**config.mk**
```make
export PLATFORM = sky130hd
export DESIGN_NAME = uart_packet_framer_flat
export DESIGN_NICKNAME = d
export VERILOG_FILES = /design/src/rtl/uart_packet_framer_if.sv /design/src/rtl/uart_packet_framer.sv /design/src/flat_wrapper.sv
export SDC_FILE = /design/constraint.sdc
export NUM_CORES = 1
export LEC_CHECK = 0
export BUFFER_PORTS_ARGS = -buffer_cell sky130_fd_sc_hd__buf_2
export CAP_MARGIN = 20
export CORE_MARGIN = 2
export CORE_UTILIZATION = 39
export DETAILED_ROUTE_END_ITERATION = 7
export PLACE_DENSITY = 0.59
export SYNTH_ARGS = -nofsm -noshare
export SYNTH_HDL_FRONTEND = slang
export SYNTH_SLANG_ARGS = --single-unit
export TNS_END_PERCENT = 1
```
**constraint.sdc**
```tcl
create_clock -name ipClk -period 3.1 [get_ports ipClk]
set_clock_uncertainty 0.1 [all_clocks]
set_input_delay 0.155 -clock ipClk [delete_from_list [all_inputs] [get_ports ipClk]]
set_output_delay 0.155 -clock ipClk [all_outputs]
set_load 0.01 [all_outputs]
```
**src/rtl/uart_packet_framer_if.sv**
```systemverilog
// Structures package and byte/packet bus for the UART packet framer.
//
// Structures::UART_PACKET is one framed beat: the header fields of the
// current packet, SoP/EoP markers, one payload byte and a Valid strobe.
//
// uart_packet_framer_if groups the raw RX byte strobe with the framed
// output stream and the drop reporting signals:
//   ipRxData     8            received byte from the UART RX
//   ipRxValid    1            one-cycle strobe, ipRxData valid this cycle
//   opRxStream   UART_PACKET  framed packet stream
//   opAbort      1            one-cycle pulse when a frame is dropped
//   opDropCount  8            saturating count of dropped frames
// The master modport is the byte source / stream consumer side, the
// slave modport is the framer itself.

package Structures;

   typedef struct packed {
      logic [7:0] source;
      logic [7:0] destination;
      logic [7:0] length;
      logic       sop;
      logic       eop;
      logic [7:0] data;
      logic       valid;
   } UART_PACKET;

endpackage

interface uart_packet_framer_if;
   import Structures::*;

   logic [7:0] ipRxData;
   logic       ipRxValid;
   UART_PACKET opRxStream;
   logic       opAbort;
   logic [7:0] opDropCount;

   modport master (
      output ipRxData, ipRxValid,
      input  opRxStream, opAbort, opDropCount
   );

   modport slave (
      input  ipRxData, ipRxValid,
      output opRxStream, opAbort, opDropCount
   );
endinterface

```
**src/rtl/uart_packet_framer.sv**
```systemverilog
// uart_packet_framer
//
// Parses raw UART RX bytes into framed UART_PACKET beats. A frame is
// SYNC, Destination, Source, Length, then Length payload bytes. Each
// payload byte produces one registered Valid beat one cycle after its
// strobe, with SoP on the first and EoP on the last. Frames with a bad
// length or that stall longer than TIMEOUT_CYCLES between bytes are
// dropped with an opAbort pulse and counted in opDropCount.
//
// Ports:
//   ipClk    in  1   system clock, rising edge
//   ipReset  in  1   asynchronous, active-high reset
//   rxBus    slave modport of uart_packet_framer_if (RX bytes in,
//            framed stream, abort pulse and drop count out)

module uart_packet_framer #(
   parameter logic [7:0] SYNC_BYTE      = 8'h55,
   parameter int         MAX_LENGTH     = 8,
   parameter int         TIMEOUT_CYCLES = 50000
) (
   input  logic                  ipClk,
   input  logic                  ipReset,
   uart_packet_framer_if.slave   rxBus
);

   localparam int         CW           = $clog2(TIMEOUT_CYCLES + 1);
   localparam logic [CW-1:0] TIMEOUT_LAST = CW'(TIMEOUT_CYCLES - 1);
   localparam logic [7:0] MAX_LEN      = 8'(MAX_LENGTH);

   typedef enum logic [2:0] {
      IDLE,
      DEST,
      SRC,
      LEN,
      DATA
   } FramerState;

   FramerState             state;
   FramerState             nextState;
   logic [CW-1:0]          timeoutCount;
   logic [7:0]             remaining;
   logic                   firstBeat;
   logic [7:0]             destReg;
   logic [7:0]             srcReg;
   Structures::UART_PACKET streamReg;
   logic                   abortReg;
   logic [7:0]             dropCount;

   logic                   lenAccept;
   logic                   lenDrop;
   logic                   beat;
   logic                   lastBeat;
   logic                   timeoutHit;

   assign rxBus.opRxStream  = streamReg;
   assign rxBus.opAbort     = abortReg;
   assign rxBus.opDropCount = dropCount;

   // State register for the header/payload parser.
   always_ff @(posedge ipClk or posedge ipReset) begin
      if (ipReset) begin
         state <= IDLE;
      end else begin
         state <= nextState;
      end
   end

   // Next-state decode. The parser only moves on a byte strobe, except for
   // the timeout, which forces a return to IDLE when the frame has been
   // silent too long. A byte arriving on the timeout cycle takes priority,
   // which is why the timeout is qualified with the strobe being low.
   always_comb begin
      nextState  = state;
      lenAccept  = 1'b0;
      lenDrop    = 1'b0;
      beat       = 1'b0;
      lastBeat   = 1'b0;
      timeoutHit = 1'b0;
      case (state)
         IDLE: begin
            if (rxBus.ipRxValid && rxBus.ipRxData == SYNC_BYTE) begin
               nextState = DEST;
            end
         end
         DEST: begin
            if (rxBus.ipRxValid) begin
               nextState = SRC;
            end
         end
         SRC: begin
            if (rxBus.ipRxValid) begin
               nextState = LEN;
            end
         end
         LEN: begin
            if (rxBus.ipRxValid) begin
               if (rxBus.ipRxData == 8'd0 || rxBus.ipRxData > MAX_LEN) begin
                  lenDrop   = 1'b1;
                  nextState = IDLE;
               end else begin
                  lenAccept = 1'b1;
                  nextState = DATA;
               end
            end
         end
         DATA: begin
            if (rxBus.ipRxValid) begin
               beat = 1'b1;
               if (remaining == 8'd1) begin
                  lastBeat  = 1'b1;
                  nextState = IDLE;
               end
            end
         end
         default: nextState = IDLE;
      endcase
      if (state != IDLE && !rxBus.ipRxValid && timeoutCount == TIMEOUT_LAST) begin
         timeoutHit = 1'b1;
         nextState  = IDLE;
      end
   end

   // Inter-byte silence counter. It only runs while a frame is open and is
   // cleared by every byte and by leaving the frame, so each new frame
   // starts with a full timeout budget.
   always_ff @(posedge ipClk or posedge ipReset) begin
      if (ipReset) begin
         timeoutCount <= '0;
      end else if (state == IDLE || rxBus.ipRxValid || timeoutHit) begin
         timeoutCount <= '0;
      end else begin
         timeoutCount <= timeoutCount + 1'b1;
      end
   end

   // Header capture and output stream registers. Destination and Source are
   // held privately until the length is accepted so a rejected header never
   // disturbs the fields of the last good packet on the output.
   always_ff @(posedge ipClk or posedge ipReset) begin
      if (ipReset) begin
         destReg   <= '0;
         srcReg    <= '0;
         remaining <= '0;
         firstBeat <= 1'b0;
         streamReg <= '0;
         abortReg  <= 1'b0;
         dropCount <= '0;
      end else begin
         streamReg.valid <= beat;
         streamReg.sop   <= beat && firstBeat;
         streamReg.eop   <= lastBeat;
         abortReg        <= lenDrop || timeoutHit;
         if ((lenDrop || timeoutHit) && dropCount != 8'hFF) begin
            dropCount <= dropCount + 8'd1;
         end
         if (rxBus.ipRxValid && state == DEST) begin
            destReg <= rxBus.ipRxData;
         end
         if (rxBus.ipRxValid && state == SRC) begin
            srcReg <= rxBus.ipRxData;
         end
         if (lenAccept) begin
            streamReg.destination <= destReg;
            streamReg.source      <= srcReg;
            streamReg.length      <= rxBus.ipRxData;
            remaining             <= rxBus.ipRxData;
            firstBeat             <= 1'b1;
         end
         if (beat) begin
            streamReg.data <= rxBus.ipRxData;
            remaining      <= remaining - 8'd1;
            firstBeat      <= 1'b0;
         end
      end
   end

endmodule

```
**src/flat_wrapper.sv**
```systemverilog
// flat-port wrapper written by rule: the top's interface ports become plain ports
module uart_packet_framer_flat 
#(
   parameter logic [7:0] SYNC_BYTE      = 8'h55,
   parameter int         MAX_LENGTH     = 8,
   parameter int         TIMEOUT_CYCLES = 50000
)
  (ipClk, ipReset, rxBus_ipRxData, rxBus_ipRxValid, rxBus_opRxStream, rxBus_opAbort, rxBus_opDropCount);
  uart_packet_framer_if rxBus_i ();
  input  logic ipClk;
  input  logic ipReset;
  input wire logic [$bits(rxBus_i.ipRxData)-1:0] rxBus_ipRxData;
  input wire logic [$bits(rxBus_i.ipRxValid)-1:0] rxBus_ipRxValid;
  output wire logic [$bits(rxBus_i.opRxStream)-1:0] rxBus_opRxStream;
  output wire logic [$bits(rxBus_i.opAbort)-1:0] rxBus_opAbort;
  output wire logic [$bits(rxBus_i.opDropCount)-1:0] rxBus_opDropCount;
  assign rxBus_i.ipRxData = rxBus_ipRxData;
  assign rxBus_i.ipRxValid = rxBus_ipRxValid;
  assign rxBus_opRxStream = rxBus_i.opRxStream;
  assign rxBus_opAbort = rxBus_i.opAbort;
  assign rxBus_opDropCount = rxBus_i.opDropCount;
  uart_packet_framer #(.SYNC_BYTE(SYNC_BYTE), .MAX_LENGTH(MAX_LENGTH), .TIMEOUT_CYCLES(TIMEOUT_CYCLES)) u_core (.ipClk(ipClk), .ipReset(ipReset), .rxBus(rxBus_i));
endmodule
```
* Word-level counts from Yosys, hierarchy flattened
Cells that the tools add are included.
** Storage, ports and cells
- Bits in registers :: 88
- Latch bits :: 0
- Bits in writable memories :: 0
- Memory bits (read-only) :: 0
- Input bits :: 11
- Word-level logic and storage cells :: 76
- Memories kept :: 0
** Operators by class
- $add $sub $neg :: 3
- Multipliers :: 0
- Div/mod/pow operators :: 0
- $lt $le $gt $ge :: 1
- Eq/ne operators :: 14
- Shifts and indexed selects :: 0
- Muxes and demuxes :: 26
- Bitwise operators :: 0
- Reduce and logical (&&, ||, !) cells :: 17
** Operators by type and width (number)
- $mux 3 :: 8
- $add 16x1->16 const B :: 1
- $eq 16x16->1 const B :: 1
- $mux 16 :: 1
- $mux 8 :: 2
- $pmux 3 s5 :: 1
- $mux 1 :: 14
- $ne 3x2->1 const B :: 4
- $add 8x1->8 const B :: 1
- $eq 8x1->1 const B :: 1
- $eq 8x7->1 const B :: 1
- $gt 8x4->1 const B :: 1
- $logic_not 8->1 :: 1
- $ne 8x8->1 const B :: 1
- $sub 8x1->8 const B :: 1
- $logic_and 1x1->1 :: 7
- $eq 3x2->1 const B :: 2
- $ne 3x1->1 const B :: 2
- $reduce_and 6->1 :: 1
- $logic_or 1x1->1 :: 4
- $eq 3x1->1 const B :: 1
- $eq 3x3->1 const B :: 1
- $logic_not 3->1 :: 1
- $reduce_bool 3->1 :: 1
- other kinds (2) :: 2

* Logic depth before layout (Yosys ltp)
Gate-level depths: netlist of the first run.
- Depth after elaboration :: 7
- Mapped depth :: 7
- Mapped depth without buffers :: 7

* Least setup slack after synthesis of the first run
Ideal clock, no wire load.
- Path kind :: reg-to-reg
- Start point :: register u_core.timeoutCount[0]
- End point :: register u_core.dropCount[7], in the netlist u_core.rxBus.opDropCount[7]
- Library setup time :: 0.125 ns
- Arrival time :: 1.719 ns
- Slack :: 1.157 ns
- Stages on the path, launching flop included :: 7
- Path buffers :: 0
- Clock period less this slack :: 1.943 ns
- Path through :: dfrtp_1 ha_1 and4_1 nand4_1 o22a_2 nor3_1 mux2_2
** On the way
- Longest elaborated chain between the ends :: 5
** Ends and longest elaborated chain
- start: declaration :: RTL line uart_packet_framer.sv:40 : logic [CW-1:0] timeoutCount;
- start signal: assignment :: RTL line uart_packet_framer.sv:132 : timeoutCount <= timeoutCount + 1'b1;
- $eq 16x16->1 :: RTL line uart_packet_framer.sv:117 : if (state != IDLE && !rxBus.ipRxValid && timeoutCount == TIMEOUT_LAST) begin
- $logic_and 1x1->1 :: RTL line uart_packet_framer.sv:117
- $mux 1 :: RTL line uart_packet_framer.sv:117
- $logic_or 1x1->1 :: RTL line uart_packet_framer.sv:153 : if ((lenDrop || timeoutHit) && dropCount != 8'hFF) begin
- $logic_and 1x1->1 :: RTL line uart_packet_framer.sv:153
- end signal: assignment :: RTL line uart_packet_framer.sv:154 : dropCount <= dropCount + 8'd1;
- end: declaration :: RTL line uart_packet_framer.sv:47 : logic [7:0] dropCount;
Every way passes these cells.
A chain may end at the register's enable or synchronous reset.

* Final worst setup path of the first run
- Start point :: input rxBus_ipRxData[7]
- End point :: register u_core.remaining[5]
** On the way
- Longest elaborated chain between the ends :: 6
- Elaborated cells on any way between the ends :: 7
- Classes of those cells :: order compare: 1; mux: 3; reduce/logical: 3
** Ends and longest elaborated chain
- start: declaration :: RTL line flat_wrapper.sv:12 : input wire logic [$bits(rxBus_i.ipRxData)-1:0] rxBus_ipRxData;
- $gt 8x4->1 / $logic_not 8->1 (equally long branches) :: RTL line uart_packet_framer.sv:97 : if (rxBus.ipRxData == 8'd0 || rxBus.ipRxData > MAX_LEN) begin
- $logic_or 1x1->1 (*) :: RTL line uart_packet_framer.sv:97
- $mux 1 (*) :: RTL line uart_packet_framer.sv:97
- $mux 1 (*) :: RTL line uart_packet_framer.sv:96 : if (rxBus.ipRxValid) begin
- $mux 1 (*) :: RTL line uart_packet_framer.sv:79 : case (state)
- $reduce_bool 2->1 (no line) (*)
- end signal: assignment :: RTL line uart_packet_framer.sv:166 : remaining <= rxBus.ipRxData;
- end signal: assignment :: RTL line uart_packet_framer.sv:171 : remaining <= remaining - 8'd1;
- end: declaration :: RTL line uart_packet_framer.sv:41 : logic [7:0] remaining;
Mark *: on every way between the ends. The rest lies on a longest branch, timed or not.

==> results_tabular.tex, run 1 <==
\begin{tabular}{lr}
\hline
Metric & Value \\
\hline
\multicolumn{2}{l}{\textbf{Run status}} \\
Result of the run & complete, no violations \\
\multicolumn{2}{l}{\textbf{STA}} \\
Least-Margin Pin Slew & 788 ps \\
Upper clock frequency limit & 438 MHz \\
Hold violation count in the final report & 0 \\
Relative slew margins & a little under half \\
Final setup violation count & 0 \\
Min cycle time layout & 2280 ps \\
Slew Viols, Final & 0 \\
Setup repair after global routing missed its margin & false \\
Part of the cycle the worst path needs & 73.6\% \\
Worst hold slack after final layout & between 40 and 50 ps \\
Total negative slack for setup checks & 0 ps \\
\multicolumn{2}{l}{\textbf{Clock tree}} \\
H-tree Lvls & 3 \\
CTS clock-pin slew for the worst setup and hold paths & 80 ps \\
Number of setup buffers added after CTS & 0 \\
Clock latency on the worst-skew pair & 350 ps \\
TritonCTS clock tree & done \\
Clock buffer depth & 2 \\
Post-CTS sizing & 0 \\
Total clock buffers created by CTS & 9 \\
Clock Root Buffer & clkbuf\_8 \\
Number of clock sinks seen by CTS & 88 \\
\multicolumn{2}{l}{\textbf{Route}} \\
Final ANT Viol Nets & 0 \\
Average wire length per cell after detail routing & 13.5 um \\
Via-per-instance ratio & 4.82 \\
Number of DRC markers after the initial detailed-route iteration & 101 \\
Number of design rule violations left after detail routing & 0 \\
Total length of routed wires & 7600 um \\
Pre-antenna DRT Iters & 4 \\
Total number of vias & 2706 \\
\multicolumn{2}{l}{\textbf{Synth}} \\
Post-synthesis share of cell area spent on and, or, nand and nor gates & 23.6\% \\
Post-synthesis instance area & 0.00377 mm2 \\
Number of synthesized register bits & 88 \\
Post-synthesis share of cell area spent on full adders, half adders and majority gates & 1.33\% \\
Fraction of the mapped netlist area in compound gates & 3.62\% \\
Gate Count Post-Synth & 360 \\
Sequential-to-total area share from yosys stat & 58.4\% \\
Top-area cell type share of the netlist area & 58.4\% \\
Syn nets & 375 \\
Main combinational cell family by area after synthesis & simple AND/OR/NAND/NOR gates \\
Number of enable flip-flop cells after synthesis & 0 \\
Syn. warnings & 0 \\
Cell types with the largest area share after synthesis & dfrtp\_1 (58\%), nand2\_1 (9.5\%), mux2\_2 (5.7\%) \\
Most common flop cell mapped by yosys & dfrtp\_1 \\
Post-synthesis average cell area & between 10 and 15 um2 \\
Most area-hungry cell type in the Yosys netlist & dfrtp\_1 \\
Fraction of synthesized cell area in xor and xnor cells & under 10\% \\
Share of cell area taken by muxes after synthesis & 5.68\% \\
Asr flop ratio synth & 100\% \\
Count of different cell masters after synthesis & 41 \\
\multicolumn{2}{l}{\textbf{Setup path}} \\
Critical Path Slowest Stage Cell & or4\_4 \\
Category of cells accounting for the largest share of critical-path delay & simple AND/OR/NAND/NOR gates \\
Critical Path, Cell by Cell & dlygate4sd3\_1, buf\_2, or4\_4, nor2\_1, nand2\_1, nand3\_1, o21ai\_0 \\
Critical path's largest stage delay & 570 ps \\
Crit-path max FO & 22 \\
Crit path required time & between 3000 and 4000 ps \\
Buffer and inverter count on the worst path & 2 \\
Crit path launch type & input pin \\
Data arrival time of the worst path & 2410 ps \\
Type of the setup path with the least slack & in -> reg \\
Critical path endpoint category & flop \\
\multicolumn{2}{l}{\textbf{Place}} \\
HPWL after detailed placement & between 5000 and 6000 um \\
Number of I/O port buffers & 54 \\
Routability congestion estimate from global placement & $\sim$0.79 \\
\multicolumn{2}{l}{\textbf{Floorplanning}} \\
Overall die width & between 100 and 150 um \\
Effective utilization at floorplan & 40.4\% \\
Floorplan die height & between 100 and 150 um \\
Total Die Area & 0.0105 mm2 \\
Core area & 0.00933 mm2 \\
I/O pin total & 55 \\
Row count & 35 \\
\multicolumn{2}{l}{\textbf{Cells and area}} \\
Layout filler cell count & 895 \\
P\&R area growth vs syn & 19.0\% \\
Antenna fix cells & 0 \\
Net count of the finished layout & 442 \\
Fraction of final layout cells with drive strength greater than 1 & 24.3\% \\
Fraction of the core area covered by cells at the end of the flow & between 40\% and 50\% \\
\multicolumn{2}{l}{\textbf{Job}} \\
Count of maximum capacitance violations & 0 \\
\multicolumn{2}{l}{\textbf{Global route}} \\
Number of antenna violations at the first check in global routing & 0 \\
Remaining Overflow, GRT & 0 \\
Via count of the first global-routing pass & 2694 \\
Busiest layer in global routing & met2 \\
Met2 Resource Use GR & around a quarter \\
Global-route wire length before repair & $\sim$13000 um \\
Met3 Resource Use GR & 4.04\% \\
Met1 Resource Use GR & 21.8\% \\
Overall track demand over capacity in global routing & 16.2\% \\
Pin count of the biggest net entering global routing & 62 \\
\multicolumn{2}{l}{\textbf{Power}} \\
Static leakage & 2.27 nW \\
Largest voltage drop on the vdd net & 0.000237 V \\
PnR Total Power & 0.00298 W \\
Pwr per Cell Area & 664 mW/mm2 \\
\multicolumn{2}{l}{\textbf{Min path}} \\
Type of the most critical hold path & in -> reg \\
\hline
\end{tabular}
==> cells in the mapped netlist (3+ instances only) <==
cell type / n
and3_1: 3
clkbuf_1: 8
dfrtp_1: 88
ha_1: 4
inv_1: 8
mux2_2: 19
nand2_1: 95
nand2b_1: 3
nand3_1: 16
nor2_1: 33
nor2b_1: 3
nor3_1: 9
nor4b_1: 3
nor4bb_1: 3
o211ai_1: 3
o21ai_0: 5
o21ai_1: 4
xnor2_1: 9
xor2_1: 13
==> metrics by stage <==
| stage | instance area (um2) | cells | setup WS [ps] |
|---|---|---|---|
| global placement | 4190 | 538 | 950 |
| floorplan | 3770 | 360 | 566 |
| CTS | 4460 | 560 | 800 |
| finish | 4490 | 561 | 817 |
| detailed placement | 4190 | 538 | 910 |
| global route | 4490 | 561 | 665 |
==> worst paths after layout <==
kind	start	end	slack (ps)	cells past startpoint
max reg2reg	u_core.timeoutCount[0]$_DFF_PP0_	u_core.state[1]$_DFFE_PP0P_	920	6
min	rxBus_ipRxData[3]	u_core.rxBus.opRxStream[4]$_DFFE_PP0P_	40	3
max	rxBus_ipRxData[7]	u_core.remaining[5]$_DFFE_PP0P_	820	7
min reg2reg	u_core.destReg[7]$_DFFE_PP0P_	u_core.rxBus.opRxStream[26]$_DFFE_PP0P_	360	2
max in group asynchronous	ipReset	u_core.rxBus.opRxStream[33]$_DFFE_PP0P_	1970	5
min in group asynchronous	ipReset	u_core.rxBus.opRxStream[9]$_DFF_PP0_	160	3
==> area by class of cell <==
class | count | area, um2 | area share, %
clock inverters | 6 | 66.3 | 1.48
repair buffers | 67 | 403 | 8.98
clock buffers | 10 | 138 | 3.07
multi-input cells | 253 | 1480 | 33.1
flip-flops and latches | 88 | 2200 | 49.1
well taps | 129 | 161 | 3.60
inverters | 8 | 31.3 | 0.697
==> registers in the layout (all words and copies together) (netlist names) <==
signal / count
u_core.remaining: 8
u_core.destReg: 8
u_core.rxBus.opRxStream: 35
u_core.timeoutCount: 16
u_core.state: 3
u_core.srcReg: 8
u_core.rxBus.opAbort: 1
u_core.firstBeat: 1
u_core.rxBus.opDropCount: 8
==> cell usage in the layout (no fill, tap or decap), types with 2 or more instances in the layout <==
master	Yosys	routed
a21oi_1	2	2
and2_1	2	2
and2b_1	2	2
and3_1	3	3
buf_2	0	54
buf_4	1	6
clkbuf_8	0	10
clkinv_2	0	3
dfrtp_1	88	88
dlygate4sd3_1	0	6
ha_1	4	4
inv_1	8	7
inv_6	0	2
mux2_2	19	19
nand2_1	95	95
nand2b_1	3	3
nand3_1	16	16
nand4_1	2	2
nand4b_1	2	2
nor2_1	33	33
nor2b_1	3	3
nor3_1	9	9
nor3b_1	2	2
nor4_1	2	2
nor4_4	2	2
nor4b_1	3	3
nor4bb_1	3	3
o211ai_1	3	3
o21ai_0	5	5
o21ai_1	4	4
o31ai_1	2	2
xnor2_1	9	9
xor2_1	13	13
==> cells by family after synthesis <==
kind of cell / count (synthesis)
AND/OR/NAND/NOR: 187
flip-flops: 88
XOR/XNOR: 22
AO/OA/AOI/OAI: 21
buffers and inverters: 19
multiplexers: 19
adder cells (fa/ha/maj): 4
==> power by group <==
group          total, W  switching [W]  leakage [nW]  internal, W
sequential      0.00154       0.000162          1.19      0.00137
combinational  0.000630       0.000335         0.974     0.000296
clock          0.000810       0.000411         0.107     0.000399
==> repair_timing <==
| action | 4_1_cts | 5_1_grt |
|---|---|---|
| hold endpoints to repair | 66 | 0 |
| setup endpoints to repair | 0 | 0 |
| hold buffers | 6 | 0 |
==> worst register-to-register path, stage by stage (launching register included) <==
cell and delay (ps):
dfrtp_1 400, ha_1 210, and4_1 230, nand4_1 150, nand2b_1 520, o21ai_0 190
a31o_2 280
==> metal layers <==
layer	up-vias	wire length [um]
met2	55	3610
met3	4	268
met4	0	36
li1	1332	-
met5	-	0
met1	1315	3680
(Power assumes the default switching activity.)
==> run 2: changes to the inputs <==
--- a/config.mk
+++ b/config.mk
@@ -5,6 +5,7 @@
 export SDC_FILE = /design/constraint.sdc
 export NUM_CORES = 1
 export LEC_CHECK = 0
+export ABC_AREA = 1
 export BUFFER_PORTS_ARGS = -buffer_cell sky130_fd_sc_hd__buf_2
 export CAP_MARGIN = 20
 export CORE_MARGIN = 2
==> constraint.sdc (replaced) <==
create_clock -name ipClk -period 2.3 [get_ports ipClk]
set_clock_uncertainty 0.1 [all_clocks]
set_input_delay 0.115 -clock ipClk [delete_from_list [all_inputs] [get_ports ipClk]]
set_output_delay 0.115 -clock ipClk [all_outputs]
set_load 0.01 [all_outputs]
==> run 2 against run 1 <==
- cell count grew 21%
- combinational power grew 53%
- highest routed layer unchanged
- clock power grew 46%
- critical path type unchanged
==> results_tabular.tex, run 2 <==
\begin{tabular}{lr}
\hline
Metric & Value \\
\hline
\multicolumn{2}{l}{\textbf{Clock tree}} \\
Number of clock sinks seen by CTS & between 80 and 90 \\
Clock buffer depth & 2 \\
TritonCTS clock tree & done \\
CTS clock-pin slew for the worst setup and hold paths & 80 ps \\
Clock latency on the worst-skew pair & 360 ps \\
H-tree Lvls & 3 \\
Clock Root Buffer & clkbuf\_8 \\
Number of setup buffers added after CTS & 0 \\
Total clock buffers created by CTS & 9 \\
Post-CTS sizing & 0 \\
\multicolumn{2}{l}{\textbf{Route}} \\
Number of DRC markers after the initial detailed-route iteration & 154 \\
Final ANT Viol Nets & 0 \\
Total length of routed wires & 8660 um \\
Pre-antenna DRT Iters & 6 \\
Average wire length per cell after detail routing & 12.8 um \\
Number of design rule violations left after detail routing & 0 \\
Via-per-instance ratio & 4.67 \\
Total number of vias & 3171 \\
\multicolumn{2}{l}{\textbf{Power}} \\
Sequential fraction of design power & 49.4\% \\
Fraction of power consumed by combinational cells & 22.7\% \\
Power share of the clock group & between 20 and 30\% \\
Internal power component & 0.00285 W \\
Static leakage & 2.48 nW \\
Pwr per Cell Area & 898 mW/mm2 \\
Largest voltage drop on the vdd net & 0.000355 V \\
Switching Power & 0.00138 W \\
Switching portion of total power & 32.7\% \\
\multicolumn{2}{l}{\textbf{STA}} \\
Final setup violation count & 0 \\
Worst hold slack after final layout & 75.8 ps \\
Slew Viols, Final & 0 \\
Upper clock frequency limit & 507 MHz \\
Part of the cycle the worst path needs & 85.7\% \\
Min cycle time layout & 1970 ps \\
Least-Margin Pin Slew & 651 ps \\
Total negative slack for setup checks & 0 ps \\
Hold violation count in the final report & 0 \\
Setup repair after global routing missed its margin & false \\
Relative slew margins & a little under three fifths \\
\multicolumn{2}{l}{\textbf{Cells and area}} \\
Max FFs per register & 35 \\
Layout filler cell count & 989 \\
Antenna fix cells & 0 \\
Register Area & 0.00220 mm2 \\
Net count of the finished layout & approximately 560 \\
Most used cells in the layout excluding fill and tap cells & nand2\_1 (154), dfrtp\_1 (88), buf\_2 (54) \\
P\&R area growth vs syn & 18.4\% \\
Most frequent standard cell in the layout excluding fill and tap cells & nand2\_1 \\
Cell area after layout & 0.00471 mm2 \\
Fraction of final layout cells with drive strength greater than 1 & 15.9\% \\
Area used by multi-input combinational logic & 0.00154 mm2 \\
\multicolumn{2}{l}{\textbf{Global route}} \\
Number of antenna violations at the first check in global routing & 0 \\
Pin count of the biggest net entering global routing & 89 \\
Remaining Overflow, GRT & 0 \\
Via count of the first global-routing pass & roughly 3000 \\
Global-route wire length before repair & 14700 um \\
Overall track demand over capacity in global routing & between 15 and 20\% \\
\multicolumn{2}{l}{\textbf{Synth}} \\
Main combinational cell family by area after synthesis & simple AND/OR/NAND/NOR gates \\
Number of synthesized register bits & 88 \\
Top-area cell type share of the netlist area & 55.4\% \\
Count of different cell masters after synthesis & 31 \\
Commonest cells post-synth & nand2\_1 (154), dfrtp\_1 (88), inv\_1 (47) \\
Share of cell area taken by muxes after synthesis & 0\% \\
Post-synthesis share of cell area spent on full adders, half adders and majority gates & 1.26\% \\
Most area-hungry cell type in the Yosys netlist & dfrtp\_1 \\
Post-synthesis share of cell area spent on and, or, nand and nor gates & 29.4\% \\
Top-count cell post-synth & nand2\_1 \\
Sequential-to-total area share from yosys stat & 55.4\% \\
Cell types with the largest area share after synthesis & dfrtp\_1 (55\%), nand2\_1 (15\%), inv\_1 (4.4\%) \\
Asr flop ratio synth & 100\% \\
Most common flop cell mapped by yosys & dfrtp\_1 \\
Post-synthesis average cell area & 8.41 um2 \\
Number of enable flip-flop cells after synthesis & 0 \\
Syn. warnings & 0 \\
Post-synthesis instance area & 0.00398 mm2 \\
Gate Count Post-Synth & $\sim$470 \\
Fraction of synthesized cell area in xor and xnor cells & 2.42\% \\
Syn nets & 488 \\
Fraction of the mapped netlist area in compound gates & approximately 5.5\% \\
\multicolumn{2}{l}{\textbf{Setup path}} \\
Crit-path max FO & 24 \\
Data arrival time of the worst path & 2160 ps \\
Crit path launch type & input pin \\
Critical path endpoint category & flop \\
Type of the setup path with the least slack & in -> reg \\
Crit path required time & 2490 ps \\
\multicolumn{2}{l}{\textbf{Floorplanning}} \\
I/O pin total & 55 \\
Row count & 36 \\
Core area & 0.00982 mm2 \\
Total Die Area & around 0.011 mm2 \\
Overall die width & roughly 100 um \\
Effective utilization at floorplan & 40.5\% \\
Floorplan die height & 105 um \\
\multicolumn{2}{l}{\textbf{Run status}} \\
Result of the run & complete, no violations \\
\multicolumn{2}{l}{\textbf{Place}} \\
Placed cell areas & 0.00440 mm2 \\
HPWL after detailed placement & approximately 6000 um \\
Routability congestion estimate from global placement & 0.789 \\
Number of I/O port buffers & 54 \\
\multicolumn{2}{l}{\textbf{Min path}} \\
Type of the most critical hold path & in -> reg \\
\multicolumn{2}{l}{\textbf{Job}} \\
Count of maximum capacitance violations & 0 \\
\hline
\end{tabular}
[run 2: cell types whose count changed after synthesis, sizes merged, moves of 4 or more]
cell	before	now
nand2	95	156
inv	8	50
nand3	16	37
o21ai	9	30
mux2	19	0
nor2	34	48
nand4	2	13
xor2	13	5
a21oi	2	6
clkbuf	8	4
[run 2: layout make-up]
| class | instances | area share (%) |
|---|---|---|
| Sequential cell | 88 | 46.7 |
| Multi-Input combinational cell | 326 | 32.6 |
| Timing Repair Buffer | 66 | 8.39 |
| Inverter | 50 | 4.06 |
| Tap cell | 133 | 3.53 |
| Clock buffer | 10 | 2.71 |
| Clock inverter | 6 | 1.97 |
[run 2: worst max-delay path: stages]
cell and delay (ps):
dlygate4sd3_1 540, buf_2 140, inv_1 100, nand2_1 70, nor3_2 210, nand4_4 290, inv_2 410, nand2_1 150
nand3_1 110
[run 2: worst paths after layout]
| path | start | end | slack (ps) | cells after the start |
|---|---|---|---|---|
| max reg2reg | u_core.state[2]$_DFFE_PP0P_ | u_core.remaining[2]$_DFFE_PP0P_ | 350 | 7 |
| max in group asynchronous | ipReset | u_core.remaining[0]$_DFFE_PP0P_ | 1420 | 4 |
| min reg2reg | u_core.timeoutCount[0]$_DFF_PP0_ | u_core.timeoutCount[0]$_DFF_PP0_ | 360 | 1 |
| max | rxBus_ipRxData[7] | u_core.remaining[2]$_DFFE_PP0P_ | 330 | 9 |
| min | rxBus_ipRxValid | u_core.timeoutCount[4]$_DFF_PP0_ | 80 | 4 |
| min in group asynchronous | ipReset | u_core.rxBus.opRxStream[15]$_DFFE_PP0P_ | 330 | 4 |
[run 2: through the flow]
stage                     worst slack, ps  cells  total power [W]  utilization, %
final                                 329    679          0.00423            48.0
after global routing                  157    679          0.00456            48.0
after CTS                             334    679          0.00429            48.0
after detailed placement              353    654          0.00308            44.8
after global placement                377    654          0.00306            44.8
after floorplan                       735    473          0.00276               -
[run 2: cells by family after synthesis]
logic type	count (synthesis)
buffers and inverters	59
AO/OA/AOI/OAI	41
AND/OR/NAND/NOR	270
XOR/XNOR	11
flip-flops	88
adder cells (fa/ha/maj)	4
[run 2: power by group through the flow]
| stage | clock network (W) | logic [W] | registers [W] |
|---|---|---|---|
| after floorplan | 0 | 0.000637 | 0.00213 |
| after global placement | 0 | 0.000946 | 0.00211 |
| after detailed placement | 0 | 0.000964 | 0.00212 |
| after CTS | 0.00122 | 0.000979 | 0.00209 |
| after global routing | 0.00129 | 0.00113 | 0.00214 |
| final | 0.00118 | 0.000963 | 0.00209 |
[run 2: metal layers]
layer,GRT usage (%),vias up,routed length [um]
met2,26.7,57,4030
li1,-,1641,-
met5,0,-,0
met4,6.57,0,130
met3,2.93,9,250
met1,22.6,1464,4250
[run 2: timing repair]
item | CTS | global route
endpoints found under the setup margin | 0 | 0
endpoints found under the hold margin | 103 | 0
hold buffers | 9 | 0
==> run 3: changes to the inputs <==
--- a/config.mk
+++ b/config.mk
@@ -6,12 +6,12 @@
 export NUM_CORES = 1
 export LEC_CHECK = 0
 export ABC_AREA = 1
-export BUFFER_PORTS_ARGS = -buffer_cell sky130_fd_sc_hd__buf_2
 export CAP_MARGIN = 20
 export CORE_MARGIN = 2
 export CORE_UTILIZATION = 39
 export DETAILED_ROUTE_END_ITERATION = 7
-export PLACE_DENSITY = 0.59
+export DONT_BUFFER_PORTS = 1
+export PLACE_DENSITY = 0.54
 export SYNTH_ARGS = -nofsm -noshare
 export SYNTH_HDL_FRONTEND = slang
 export SYNTH_SLANG_ARGS = --single-unit
==> constraint.sdc (replaced) <==
create_clock -name ipClk -period 2.4 [get_ports ipClk]
set_clock_uncertainty 0.1 [all_clocks]
set_input_delay 0.12 -clock ipClk [delete_from_list [all_inputs] [get_ports ipClk]]
set_output_delay 0.12 -clock ipClk [all_outputs]
set_load 0.01 [all_outputs]
==> run 3 against run 2 <==
- sequential power about the same
- register-to-register slack better by 100 ps
- design area fell by 5.7%
- total power shrank 8.6%
- worst hold slack got worse by 62 ps
- flip-flop and latch count unchanged
- cell count decreased by 7.5%
- non-clock buffer count down 51
- critical path type is now reg -> reg
==> results_tabular.tex, run 3 (same netlist as run 2, synthesis figures left out) <==
\begin{tabular}{lr}
\hline
Metric & Value \\
\hline
\multicolumn{2}{l}{\textbf{Setup path}} \\
Crit path launch type & flop \\
Cell count of the worst reg-to-reg path & 7 \\
Critical path's largest stage delay & 450 ps \\
Crit-path max FO & 24 \\
Critical Path Slowest Stage Cell & dfrtp\_1 \\
Critical path endpoint category & flop \\
Startpoint of the worst setup timing path & u\_core.state[2]\$\_DFFE\_PP0P\_ \\
Data arrival time of the worst path & 2140 ps \\
Critical Path, Cell by Cell & nor2\_2, nand2\_1, nor2\_2, nand4\_4, inv\_2, nand2\_1, nand3\_1 \\
Crit Reg-Reg Startpoint & u\_core.state[2]\$\_DFFE\_PP0P\_ \\
Crit path required time & about 2600 ps \\
Type of the setup path with the least slack & reg -> reg \\
\multicolumn{2}{l}{\textbf{Route}} \\
Total length of routed wires & 8700 um \\
Number of design rule violations left after detail routing & 0 \\
Average wire length per cell after detail routing & approximately 14 um \\
Pre-antenna DRT Iters & 4 \\
Total number of vias & slightly above 3000 \\
Via-per-instance ratio & between 4 and 5 \\
Number of DRC markers after the initial detailed-route iteration & 172 \\
Final ANT Viol Nets & 0 \\
\multicolumn{2}{l}{\textbf{Min path}} \\
Cells on Worst Hold Path & 4 \\
Launch instance of the worst min-delay path & rxBus\_ipRxValid \\
Type of the most critical hold path & in -> reg \\
\multicolumn{2}{l}{\textbf{Global route}} \\
Remaining Overflow, GRT & 0 \\
Overall track demand over capacity in global routing & 16.7\% \\
Global-route wire length before repair & 14700 um \\
Number of antenna violations at the first check in global routing & 0 \\
Pin count of the biggest net entering global routing & 40 \\
Via count of the first global-routing pass & between 2000 and 3000 \\
\multicolumn{2}{l}{\textbf{Floorplanning}} \\
Floorplan die height & 105 um \\
Overall die width & roughly 100 um \\
Total Die Area & 0.0110 mm2 \\
Row count & 36 \\
Core area & between 0.009 and 0.01 mm2 \\
I/O pin total & 55 \\
Effective utilization at floorplan & 40.5\% \\
\multicolumn{2}{l}{\textbf{Power}} \\
Pwr per Cell Area & 870 mW/mm2 \\
Static leakage & 2.21 nW \\
Largest voltage drop on the vdd net & between 0.0003 and 0.0004 V \\
\multicolumn{2}{l}{\textbf{STA}} \\
Setup repair after global routing missed its margin & false \\
Min cycle time layout & 1950 ps \\
Total negative slack for setup checks & 0 ps \\
Hold violation count in the final report & 0 \\
Part of the cycle the worst path needs & between 80 and 90\% \\
Final setup violation count & 0 \\
Least-Margin Pin Slew & $\sim$620 ps \\
Slew Viols, Final & 0 \\
Upper clock frequency limit & 513 MHz \\
Relative slew margins & 58.9\% \\
\multicolumn{2}{l}{\textbf{Clock tree}} \\
Number of clock sinks seen by CTS & 88 \\
Total clock buffers created by CTS & 9 \\
CTS clock-pin slew for the worst setup and hold paths & 90 ps \\
Clock latency on the worst-skew pair & 360 ps \\
Clock buffer depth & 2 \\
Clock Root Buffer & clkbuf\_8 \\
Post-CTS sizing & 0 \\
TritonCTS clock tree & done \\
H-tree Lvls & 3 \\
\multicolumn{2}{l}{\textbf{Cells and area}} \\
Area used by multi-input combinational logic & 0.00154 mm2 \\
Fraction of final layout cells with drive strength greater than 1 & under 10\% \\
Most frequent standard cell in the layout excluding fill and tap cells & nand2\_1 \\
Most used cells in the layout excluding fill and tap cells & nand2\_1 (154), dfrtp\_1 (88), inv\_1 (46), nor2\_1 (46), nand3\_1 (35) \\
Max FFs per register & 35 \\
Register Area & roughly 0.0022 mm2 \\
Layout filler cell count & just over 1000 \\
Net count of the finished layout & 505 \\
Fraction of the core area covered by cells at the end of the flow & 45.3\% \\
Antenna fix cells & 0 \\
P\&R area growth vs syn & 11.7\% \\
\multicolumn{2}{l}{\textbf{Place}} \\
Routability congestion estimate from global placement & 0.868 \\
HPWL after detailed placement & 5930 um \\
Number of I/O port buffers & 0 \\
\multicolumn{2}{l}{\textbf{Run status}} \\
Result of the run & complete, no violations \\
\multicolumn{2}{l}{\textbf{Job}} \\
Count of maximum capacitance violations & 0 \\
\hline
\end{tabular}
-- run 3: cell count changes in the layout (fill, tap and decap cells not counted), sizes merged --
cell	change
inv	-1
buf	-52
clkbuf	+2
bufinv	-1
dlygate4sd3	+1
-- run 3: cell type report --
class | instances | area share, %
clock inverters | 4 | 1.21
flip-flops and latches | 88 | 49.5
clock buffers | 12 | 3.27
well taps | 133 | 3.74
inverters | 50 | 4.31
multi-input cells | 326 | 34.5
repair buffers | 15 | 3.38
-- run 3: path summary, 6_finish.rpt --
path,to,slack [ps]
hold reg to reg,u_core.timeoutCount[0]$_DFF_PP0_,360
setup reg to reg,u_core.remaining[2]$_DFFE_PP0P_,450
max in group asynchronous,u_core.destReg[0]$_DFFE_PP0P_,1500
min in group asynchronous,u_core.srcReg[0]$_DFFE_PP0P_,90
hold / removal,u_core.state[0]$_DFFE_PP0P_,10
setup / recovery,u_core.remaining[2]$_DFFE_PP0P_,450
-- run 3: worst max-delay path: cells and delay by family, from the launching register on --
family                 cells  cell delay [ps]
AND/OR/NAND/NOR            6              920
buffers and inverters      1              410
flip-flops                 1              450
-- run 3: repair_timing --
action / in CTS / in global routing
hold endpoints to repair: 123 / 0
buffers inserted: 0 / 0
hold buffers: 10 / 0
setup endpoints to repair: 0 / 0
-- run 3: metrics by stage --
step / area [um2] / power (W) / worst slack (ps) / cells / hold WS (ps)
finish: 4440 / 0.00387 / 451 / 628 / 13.5
global route: 4440 / 0.00415 / 257 / 628 / 42.9
CTS: 4440 / 0.00393 / 408 / 628 / 0.268
detailed placement: 4150 / 0.00284 / 420 / 602 / -135
global placement: 4150 / 0.00282 / 519 / 602 / -132
floorplan: 3980 / 0.00265 / 835 / 473 / 148
-- run 3: per-layer routing --
| metal | part of all wire, % | vias to the layer above | routed length [um] | GRT usage, % |
|---|---|---|---|---|
| met3 | 5.0 | 4 | 438 | 3.87 |
| li1 | - | 1545 | - | - |
| met4 | 0.69 | 0 | 60 | 7.33 |
| met1 | 47 | 1453 | 4110 | 22.1 |
| met2 | 47 | 67 | 4100 | 26.2 |
| met5 | 0 | - | 0 | 0 |
-- run 3: report_power, final --
part	leakage, nW	total [W]	switching [W]	internal (W)
clock	0.0928	0.00105	0.000535	0.000513
sequential	1.15	0.00207	0.000274	0.00179
combinational	0.971	0.000754	0.000478	0.000276
